===== config.mk =====
export PLATFORM = sky130hd
export DESIGN_NAME = bcd_time_counter
export DESIGN_NICKNAME = d
export VERILOG_FILES = /design/src/rtl/clock_pkg.sv /design/src/rtl/bcd_mod60_counter.sv /design/src/rtl/bcd_time_counter.sv
export SDC_FILE = /design/constraint.sdc
export NUM_CORES = 1
export LEC_CHECK = 0
export ABC_AREA = 1
export CORE_AREA = 4 4 81 83
export CTS_BUF_LIST = sky130_fd_sc_hd__clkbuf_4
export CTS_CLUSTER_DIAMETER = 80
export CTS_CLUSTER_SIZE = 24
export DETAILED_ROUTE_END_ITERATION = 10
export DIE_AREA = 0 0 85 87
export HOLD_SLACK_MARGIN = 0.12
export PLACE_DENSITY_LB_ADDON = 0.05
export SETUP_SLACK_MARGIN = 0.05
export SYNTH_ARGS = -nofsm -noshare
export SYNTH_HDL_FRONTEND = slang
export SYNTH_SLANG_ARGS = --single-unit

===== constraint.sdc =====
create_clock -name clk -period 2.5 [get_ports clk]
set_clock_uncertainty 0.2 [all_clocks]
set_input_delay 0.5 -clock clk [delete_from_list [all_inputs] [get_ports clk]]
set_output_delay 0.5 -clock clk [all_outputs]
set_load 0.05 [all_outputs]

===== src/rtl/clock_pkg.sv =====
// Shared state encoding, BCD limits and digit-legality helpers for the
// HH.MM time-of-day counter.
package clock_pkg;

   typedef enum logic [1:0] {
      ST_RUN      = 2'd0,
      ST_SET_HOUR = 2'd1,
      ST_SET_MIN  = 2'd2
   } state_t;

   localparam logic [3:0] MAX_MIN_TENS    = 4'd5;
   localparam logic [3:0] MAX_HOUR_TENS   = 4'd2;
   localparam logic [3:0] HOUR_WRAP_UNITS = 4'd3;

   function automatic logic min_valid(input logic [3:0] tens, input logic [3:0] units);
      return (tens <= MAX_MIN_TENS) && (units <= 4'd9);
   endfunction

   function automatic logic hour_valid(input logic [3:0] tens, input logic [3:0] units);
      return ((tens < MAX_HOUR_TENS) && (units <= 4'd9)) ||
             ((tens == MAX_HOUR_TENS) && (units <= HOUR_WRAP_UNITS));
   endfunction

endpackage


===== src/rtl/bcd_mod60_counter.sv =====
// Two-digit BCD 00..59 counter used for seconds and minutes; carry is
// combinational so the next field can advance on the same edge.
module bcd_mod60_counter
   import clock_pkg::*;
(
   input  logic       clk,
   input  logic       rst,
   input  logic       clr,
   input  logic       inc,
   output logic [3:0] tens,
   output logic [3:0] units,
   output logic       carry
);

   logic [3:0] tens_q, tens_d;
   logic [3:0] units_q, units_d;

   assign tens  = tens_q;
   assign units = units_q;
   assign carry = inc && (tens_q == MAX_MIN_TENS) && (units_q == 4'd9);

   // Next value: any out-of-range digit pair collapses to 00.
   always_comb begin
      tens_d  = tens_q;
      units_d = units_q;
      if (clr || !min_valid(tens_q, units_q)) begin
         tens_d  = 4'd0;
         units_d = 4'd0;
      end else if (inc) begin
         if (units_q == 4'd9) begin
            units_d = 4'd0;
            tens_d  = (tens_q == MAX_MIN_TENS) ? 4'd0 : tens_q + 4'd1;
         end else begin
            units_d = units_q + 4'd1;
         end
      end else begin
         tens_d  = tens_q;
         units_d = units_q;
      end
   end

   // Digit registers.
   always_ff @(posedge clk) begin
      if (rst) begin
         tens_q  <= 4'd0;
         units_q <= 4'd0;
      end else begin
         tens_q  <= tens_d;
         units_q <= units_d;
      end
   end

endmodule


===== src/rtl/bcd_time_counter.sv =====
// 24-hour HH.MM BCD time-of-day counter with a 1 Hz prescaler and a
// two-button set mode (mode steps RUN -> SET_HOUR -> SET_MIN -> RUN).
module bcd_time_counter
   import clock_pkg::*;
#(
   parameter int CLK_DIV = 50_000_000,
   parameter int DIV_W   = 26
)(
   input  logic       clk,
   input  logic       rst,
   input  logic       key_mode,
   input  logic       key_inc,
   output logic [3:0] numcount4_out,
   output logic [3:0] numcount3_out,
   output logic [3:0] numcount2_out,
   output logic [3:0] numcount1_out,
   output logic       sec_pulse,
   output logic       set_hour,
   output logic       set_min
);

   state_t           state_q;
   logic             key_mode_q, key_inc_q;
   logic             mode_ev, inc_ev, run, tick;
   logic [DIV_W-1:0] div_cnt_q, div_cnt_d;
   logic [3:0]       hour_tens_q, hour_tens_d, hour_units_q, hour_units_d;
   logic [3:0]       sec_tens, sec_units;
   logic             sec_carry, min_carry, min_inc, hour_inc, unused_sec;

   assign mode_ev    = key_mode & ~key_mode_q;
   assign inc_ev     = key_inc & ~key_inc_q;
   assign run        = (state_q == ST_RUN);
   // A mode step in RUN takes precedence over a coinciding tick.
   assign tick       = run && !mode_ev && (div_cnt_q == DIV_W'(CLK_DIV - 1));
   assign min_inc    = (run && sec_carry) ||
                       ((state_q == ST_SET_MIN) && inc_ev && !mode_ev);
   assign hour_inc   = (run && min_carry) ||
                       ((state_q == ST_SET_HOUR) && inc_ev && !mode_ev);
   assign unused_sec = ^{sec_tens, sec_units};

   assign numcount4_out = hour_tens_q;
   assign numcount3_out = hour_units_q;

   // Key history; follows the levels even during reset.
   always_ff @(posedge clk) begin
      key_mode_q <= key_mode;
      key_inc_q  <= key_inc;
   end

   // Mode FSM with registered status outputs.
   always_ff @(posedge clk) begin
      if (rst) begin
         state_q   <= ST_RUN;
         set_hour  <= 1'b0;
         set_min   <= 1'b0;
         sec_pulse <= 1'b0;
      end else begin
         sec_pulse <= tick;
         case (state_q)
            ST_RUN: begin
               if (mode_ev) begin
                  state_q  <= ST_SET_HOUR;
                  set_hour <= 1'b1;
               end else begin
                  set_hour <= 1'b0;
               end
               set_min <= 1'b0;
            end
            ST_SET_HOUR: begin
               if (mode_ev) begin
                  state_q  <= ST_SET_MIN;
                  set_hour <= 1'b0;
                  set_min  <= 1'b1;
               end else begin
                  set_hour <= 1'b1;
                  set_min  <= 1'b0;
               end
            end
            ST_SET_MIN: begin
               if (mode_ev) begin
                  state_q <= ST_RUN;
                  set_min <= 1'b0;
               end else begin
                  set_min <= 1'b1;
               end
               set_hour <= 1'b0;
            end
            default: begin
               state_q  <= ST_RUN;
               set_hour <= 1'b0;
               set_min  <= 1'b0;
            end
         endcase
      end
   end

   // Prescaler is held at 0 outside RUN and restarts on any mode step.
   always_comb begin
      div_cnt_d = div_cnt_q;
      if (!run || mode_ev) begin
         div_cnt_d = '0;
      end else if (div_cnt_q >= DIV_W'(CLK_DIV - 1)) begin
         div_cnt_d = '0;
      end else begin
         div_cnt_d = div_cnt_q + DIV_W'(1);
      end
   end

   // Prescaler register.
   always_ff @(posedge clk) begin
      if (rst) begin
         div_cnt_q <= '0;
      end else begin
         div_cnt_q <= div_cnt_d;
      end
   end

   bcd_mod60_counter u_sec (
      .clk   (clk),
      .rst   (rst),
      .clr   (!run || mode_ev),
      .inc   (tick),
      .tens  (sec_tens),
      .units (sec_units),
      .carry (sec_carry)
   );

   bcd_mod60_counter u_min (
      .clk   (clk),
      .rst   (rst),
      .clr   (1'b0),
      .inc   (min_inc),
      .tens  (numcount2_out),
      .units (numcount1_out),
      .carry (min_carry)
   );

   // Hours wrap at 23 rather than at a digit boundary, so they stay inline.
   always_comb begin
      hour_tens_d  = hour_tens_q;
      hour_units_d = hour_units_q;
      if (!hour_valid(hour_tens_q, hour_units_q)) begin
         hour_tens_d  = 4'd0;
         hour_units_d = 4'd0;
      end else if (hour_inc) begin
         if ((hour_tens_q == MAX_HOUR_TENS) && (hour_units_q == HOUR_WRAP_UNITS)) begin
            hour_tens_d  = 4'd0;
            hour_units_d = 4'd0;
         end else if (hour_units_q == 4'd9) begin
            hour_tens_d  = hour_tens_q + 4'd1;
            hour_units_d = 4'd0;
         end else begin
            hour_units_d = hour_units_q + 4'd1;
         end
      end else begin
         hour_tens_d  = hour_tens_q;
         hour_units_d = hour_units_q;
      end
   end

   // Hour digit registers.
   always_ff @(posedge clk) begin
      if (rst) begin
         hour_tens_q  <= 4'd0;
         hour_units_q <= 4'd0;
      end else begin
         hour_tens_q  <= hour_tens_d;
         hour_units_q <= hour_units_d;
      end
   end

endmodule


==> impl_metrics.csv, run 1 <==
group,metric,value,unit
setup_path,critPathMaxFanout,5,
placed_design,globalplace.congestion,0.7939,
timing,tns,0,ns
floorplan,core,5851,µm²
synth,synth-seq-cells,57,
power_and_ir_drop,swShare,0.2333,
power_and_ir_drop,vdd_ir_drop_max,0.0002952,V
placed_design,hpwl,4.487,mm
drt,drt_iter0_drc,86,
timing,fmax,0.4219,GHz
floorplan,start_util,0.4786,
grt,grt_pass1_wl,9.998,mm
drt,top_layer,"met4",
clock_network,postCtsHoldBufs,0,
timing,whs,0.2661,ns
timing,tightest_slew,0.5481,ns
drt,first_pass_iters,4,
setup_path,arrival,1.67,ns
grt,grt_max_degree,26,
setup_path,required,1.80,ns
drt,drc,0,
setup_path,path_buf_inv,1,
power_and_ir_drop,clock_power_share,0.428,
drt,finalWirelength,5.875,mm
power_and_ir_drop,pwr-share-seq,0.521,
clock_network,path_clk_slew,0.10,ns
timing,hold_viol_final,0,
timing,finalSetupViolCount,0,
power_and_ir_drop,leakage,1.293,nW
setup_path,worst_setup_path_start_kind,"flop",
power_and_ir_drop,internal_power,1.362,mW
power_and_ir_drop,p_sw,414.5,µW
floorplan,rows,28,
grt,grt.total_usage,0.1689,
clock_network,post_cts_resized,0,
timing,max_slew_margin,0.6346,
grt,grt.overflow.total,0,
status,status,"complete, no violations",
job,drv_cap,0,
synth,ys_types,39,
finish,area_growth,18.54,%
clock_network,postCtsSetupBuffers,0,
power_and_ir_drop,p_comb_frac,0.051,
clock_network,clkLatencyLatePin,0.39,ns
grt,antenna_found_initial,0,
drt,dr_wl_met3,172,µm
power_and_ir_drop,finalPower,1.776,mW
drt,via_per_inst,5.004,
floorplan,floorplan.io_pins,23,
synth,avgSynthCellArea,7.350,µm²
clock_network,cts.sinks,57,
synth,seq_area_frac_synth,0.4075,
finish,drive_gt1_frac,0.1182,
clock_network,cts_tree,"built",
clock_network,cts.htree.levels,3,
setup_path,crit_slowest_cell,"clkdlybuf4s50_1",
setup_path,timing_worst_setup_path_type,"reg2out",
floorplan,dieArea,7395,µm²
timing,drv_slew,0,
synth,syn_inst,381,
setup_path,startpoint,"numcount4_out[2]",
drt,wl_met2,2.658,mm
setup_path,reg2reg_from,"div_cnt_q[0]",
worst_hold_path,hold_class,"reg2reg",
finish,diodes,0,
timing,rsz0062_at_grt,"false",
setup_path,cpPeakStageDelay,0.84,ns
worst_hold_path,whs_path_depth,1,
floorplan,fp.dieW,85,µm
setup_path,cp.depth,1,
setup_path,path_cells,"clkdlybuf4s50_1",
setup_path,critical_path.top_delay_family,"buffers and inverters",
finish,nNetsFinal,425,
placed_design,portBuffers,22,
clock_network,cts_buffers,9,
clock_network,cts-root-buf,"clkbuf_4",
finish,fill_cells,540,
synth,netlist_area,2800,µm²
grt,first_global_vias,2199,
floorplan,die_h,87,µm
setup_path,end_kind,"output port",
drt,m1WireLength,2.961,mm
worst_hold_path,min_from,"div_cnt_q[0]",
clock_network,cts_buffer_depth,2,
synth,yosysWarnings,0,
drt,drt.antenna.violating_nets,0,
drt,wl_per_cell,11.80,µm
power_and_ir_drop,p_per_area,535.1,nW/µm²
setup_path,r2r_cells,10,
drt,vias,2492,
timing,period_minus_slack,2.370,ns
timing,period_share,0.9480,
-- path summary, 6_finish.rpt --
kind | end | slack [ns]
worst max register to register | div_cnt_q[24] | 0.31
worst min-delay path | div_cnt_q[0] | 0.27
worst min register to register | div_cnt_q[0] | 0.27
worst max-delay path | numcount4_out[2] | 0.13
-- per-layer routing --
layer,track usage,vias up
met2,0.2493,31
met5,0,-
met4,0.08489,0
met1,0.2303,1134
li1,-,1319
met3,0.03974,8
-- flip-flops by register name (all words and copies together), names as in the netlist --
| name | cells |
|---|---|
| key_mode_q | 1 |
| key_inc_q | 1 |
| sec_pulse | 1 |
| state_q | 2 |
| u_min.tens | 4 |
| set_min | 1 |
| div_cnt_q | 26 |
| u_min.units | 4 |
| numcount3_out | 4 |
| u_sec.tens | 4 |
| u_sec.units | 4 |
| numcount4_out | 4 |
| set_hour | 1 |
-- power by group through the flow --
stage	Clock [mW]	Combinational [mW]	Sequential, mW
floorplan	0	0.0445	0.957
global placement	0	0.0912	0.946
detailed placement	0	0.0917	0.946
CTS	0.784	0.0921	0.925
global route	0.834	0.102	0.926
finish	0.761	0.0908	0.925
-- synth_stat cells --
| cell | count | area [µm²] |
|---|---|---|
| nor3b_1 | 5 | 37.54 |
| buf_2 | 2 | 10.01 |
| nor2_4 | 2 | 22.52 |
| ha_1 | 3 | 37.54 |
| or2_2 | 3 | 18.77 |
| nand2_2 | 4 | 25.02 |
| nand2_1 | 62 | 232.7 |
| or2_0 | 4 | 25.02 |
| a211oi_1 | 3 | 22.52 |
| nor2_1 | 58 | 217.7 |
| or2_4 | 1 | 8.760 |
| nand4_4 | 1 | 21.27 |
| o21ai_0 | 9 | 45.04 |
| nor3_4 | 3 | 48.80 |
| buf_4 | 2 | 15.01 |
| o2111ai_1 | 1 | 8.760 |
| dfxtp_1 | 57 | 1141 |
| a21boi_1 | 1 | 7.510 |
| nand4_1 | 5 | 31.28 |
| a21boi_0 | 1 | 7.510 |
| o211ai_1 | 2 | 15.01 |
| nand3_1 | 29 | 145.1 |
| a31oi_1 | 1 | 6.260 |
| xor2_1 | 2 | 17.52 |
| nor4_1 | 3 | 18.77 |
| nor3_1 | 12 | 60.06 |
| o22ai_1 | 1 | 6.260 |
| clkinv_1 | 1 | 3.750 |
| conb_1 | 1 | 3.750 |
| nor3_2 | 3 | 30.03 |
| nand2_4 | 1 | 11.26 |
| xnor2_1 | 5 | 43.79 |
| inv_1 | 51 | 191.4 |
| nand3_2 | 5 | 50.05 |
| o41ai_1 | 1 | 8.760 |
| nor2_2 | 4 | 25.02 |
| a21oi_1 | 26 | 130.1 |
| o21a_1 | 3 | 22.52 |
| a21oi_2 | 3 | 26.28 |
-- layout by cell type, fill, tap and decap left out, drive strengths merged, types with 5 or more instances in the layout --
cell type      netlist  routed
a21oi               29      29
nor3                18      18
nand2               67      67
xnor2                5       5
inv                 51      51
nor2                64      64
or2                  8       8
buf                  4       6
o21ai                9       9
clkdlybuf4s50        0      19
clkbuf               0      10
nand4                6       6
dfxtp               57      57
nor3b                5       5
nand3               34      34
-- stage by stage --
| step | instances | worst slack, ns | area (µm²) | util |
|---|---|---|---|---|
| 5_1_grt | 498 | 0.05808 | 3319 | 0.5674 |
| 6_report | 498 | 0.1300 | 3319 | 0.5674 |
| 4_1_cts | 498 | 0.06560 | 3312 | 0.5661 |
| 3_5_place_dp | 482 | 0.1352 | 3154 | 0.5391 |
| 3_3_place_gp | 482 | 0.1803 | 3154 | 0.5391 |
| 2_1_floorplan | 383 | 0.5409 | 2808 | - |
-- area by class of cell --
cell class | instances | area, µm² | area share
well taps | 75 | 93.84 | 0.02827
repair buffers | 28 | 285.3 | 0.08594
multi-input cells | 270 | 1446 | 0.4357
clock inverters | 6 | 82.58 | 0.02488
inverters | 52 | 195.2 | 0.05880
flip-flops and latches | 57 | 1141 | 0.3438
clock buffers | 10 | 75.07 | 0.02262
-- worst reg2reg max path, stage by stage (launching register included) --
cell and delay [ns]:
dfxtp_1 0.38, ha_1 0.22, nand3_2 0.16, nor2_4 0.15, nand2_2 0.12, nor3_4 0.26
nand4_4 0.17, nor3_4 0.20, nand2_2 0.07, nor2_1 0.12, nor3_2 0.05
-- cells by family after synthesis --
family | count (synthesis) | synth area share
AND/OR/NAND/NOR | 205 | 0.3677
flip-flops | 57 | 0.4075
buffers and inverters | 56 | 0.07864
AO/OA/AOI/OAI | 52 | 0.1095
XOR/XNOR | 7 | 0.02189
adder cells (fa/ha/maj) | 3 | 0.01341
other | 1 | 0.001339
Note: power is estimated with default switching activity, not from simulation.
==> run 2: changes to the inputs <==
CTS_CLUSTER_SIZE = 40   (was 24)
TNS_END_PERCENT = 20   (was unset)
clock period = 2.35 ns   (was 2.5 ns; I/O delays follow)
==> run 2 against run 1 <==
Against the previous run:
- hold slack lost 0.030 ns
- clock-buffer cell count is the same
- sequential share of layout area grew 0.23 points
==> impl_metrics.csv, run 2 (synthesis gave the netlist of run 1 again) <==
group,metric,value,unit
power_and_ir_drop,swShare,0.2488,
status,status,"complete, no violations",
timing,tns,0,ns
finish,multi_input_area,1456,µm²
setup_path,path_cells,"clkdlybuf4s50_1",
timing,fmax,0.4454,GHz
finish,ff_latch_area,1142,µm²
setup_path,r2r_cells,10,
floorplan,floorplan.io_pins,23,
floorplan,rows,28,
setup_path,arrival,1.58,ns
drt,first_pass_iters,4,
clock_network,cts_buffers,9,
drt,drt.antenna.violating_nets,0,
drt,wl_per_cell,11.66,µm
setup_path,r2r_setup_slack,0.19,ns
timing,tightest_slew,0.5145,ns
floorplan,fp.dieW,85,µm
power_and_ir_drop,p_per_area,541.5,nW/µm²
setup_path,path_buf_inv,1,
power_and_ir_drop,clock_power_share,0.395,
power_and_ir_drop,leakage,1.311,nW
clock_network,postCtsHoldBufs,0,
power_and_ir_drop,p_sw,444.7,µW
setup_path,endpoint,"numcount4_out[3]",
timing,hold_viol_final,0,
setup_path,timing_worst_setup_path_type,"reg2out",
setup_path,critical_path.top_delay_family,"buffers and inverters",
power_and_ir_drop,pwr-share-seq,0.551,
clock_network,cts.sinks,57,
timing,drv_slew,0,
timing,rsz0062_at_grt,"true",
setup_path,reg2reg_from,"div_cnt_q[0]",
finish,largest_reg_flops,26,
clock_network,cts_tree,"built",
placed_design,portBuffers,22,
timing,whs,0.2362,ns
setup_path,cpPeakStageDelay,0.81,ns
floorplan,dieArea,7395,µm²
setup_path,critPathMaxFanout,3,
timing,max_slew_margin,0.6559,
setup_path,required,1.68,ns
placed_design,globalplace.congestion,0.7950,
floorplan,start_util,0.4786,
clock_network,path_clk_slew,0.10,ns
finish,nNetsFinal,427,
grt,first_global_vias,2169,
finish,regMostFlops,"div_cnt_q",
timing,period_minus_slack,2.245,ns
drt,drt_iter0_drc,131,
drt,drc,0,
finish,final_common_cell,"nand2_1",
setup_path,worst_setup_path_start_kind,"flop",
setup_path,startpoint,"numcount4_out[3]",
drt,finalWirelength,5.829,mm
grt,grt.total_usage,0.1684,
timing,period_share,0.9554,
clock_network,clkLatencyLatePin,0.40,ns
finish,area_growth,17.87,%
grt,grt_pass1_wl,9.839,mm
finish,mostFrequentLayoutCells,"62 x nand2_1, 58 x nor2_1, 56 x dfxtp_1, 51 x inv_1, 29 x nand3_1",
power_and_ir_drop,p_comb_frac,0.055,
setup_path,crit_slowest_cell,"clkdlybuf4s50_1",
clock_network,cts_buffer_depth,2,
finish,fill_cells,575,
power_and_ir_drop,vdd_ir_drop_max,0.0002652,V
floorplan,die_h,87,µm
grt,antenna_found_initial,0,
clock_network,cts-root-buf,"clkbuf_4",
placed_design,hpwl,4.441,mm
grt,grt_max_degree,26,
setup_path,r2r_end,"div_cnt_q[24]",
timing,finalSetupViolCount,0,
worst_hold_path,hold_class,"reg2reg",
job,drv_cap,0,
setup_path,end_kind,"output port",
floorplan,core,5851,µm²
grt,grt.overflow.total,0,
clock_network,cts.htree.levels,3,
drt,via_per_inst,4.868,
power_and_ir_drop,internal_power,1.342,mW
drt,vias,2434,
finish,diodes,0,
finish,drive_gt1_frac,0.1318,
setup_path,cp.depth,1,
-- run 2: cell types whose count changed in the layout (fill, tap and decap cells not counted), moves of 2 or more --
| cell | before | now |
|---|---|---|
| buf_4 | 5 | 8 |
| clkdlybuf4s50_1 | 19 | 9 |
| clkinv_2 | 0 | 2 |
| dlygate4sd2_1 | 0 | 11 |
| dlymetal6s2s_1 | 3 | 1 |
-- run 2: repair_timing --
action | CTS | global route
pin swaps | 0 | 2
setup buffers | 0 | 1
setup endpoints to repair | 11 | 9
gates resized for setup | 11 | 4
-- run 2: worst min path at each step --
stage | end | cells past startpoint | startpoint | slack (ns)
after global placement | div_cnt_q[0] | 1 | div_cnt_q[0] | 0.25
after floorplan | div_cnt_q[0] | 1 | div_cnt_q[0] | 0.23
after CTS | div_cnt_q[0] | 1 | div_cnt_q[0] | 0.28
after global routing | div_cnt_q[0] | 1 | div_cnt_q[0] | 0.26
final | div_cnt_q[0] | 1 | div_cnt_q[0] | 0.24
after detailed placement | div_cnt_q[0] | 1 | div_cnt_q[0] | 0.25
-- run 2: per-layer routing --
metal | track usage | up-vias | routed length (µm)
met2 | 0.2599 | 38 | 2572
met3 | 0.04636 | 10 | 215
li1 | - | 1320 | -
met4 | 0.06475 | 0 | 101
met1 | 0.2238 | 1066 | 2940
met5 | 0 | - | 0
-- run 2: metrics by stage --
step | cell area [µm²] | power (mW) | std cells | setup WS [ns] | util
floorplan | 2808 | 1.066 | 383 | 0.3909 | -
global placement | 3159 | 1.104 | 483 | 0.07604 | 0.5400
detailed placement | 3159 | 1.105 | 483 | 0.02167 | 0.5400
CTS | 3279 | 1.815 | 499 | 0.06001 | 0.5605
global route | 3301 | 1.869 | 500 | 0.02071 | 0.5642
finish | 3301 | 1.787 | 500 | 0.1048 | 0.5642
-- run 2: area by class of cell --
type,count,share of cell area
multi-input cells,270,0.4412
flip-flops and latches,57,0.3461
repair buffers,30,0.08453
inverters,52,0.05914
well taps,75,0.02843
clock buffers,10,0.02274
clock inverters,6,0.01782
-- run 2: power by group through the flow --
stage / Sequential (mW) / Clock (mW) / Combinational, mW
finish: 0.984 / 0.705 / 0.0979
global route: 0.986 / 0.773 / 0.110
CTS: 0.984 / 0.732 / 0.0991
detailed placement: 1.01 / 0 / 0.0987
global placement: 1.01 / 0 / 0.0980
floorplan: 1.02 / 0 / 0.0474
==> run 3: changes to the inputs <==
GPL_ROUTABILITY_DRIVEN = 0   (was unset)
==> results of run 3 <==
Same layout as run 2: the final DEF is identical, and so are final timing and power.
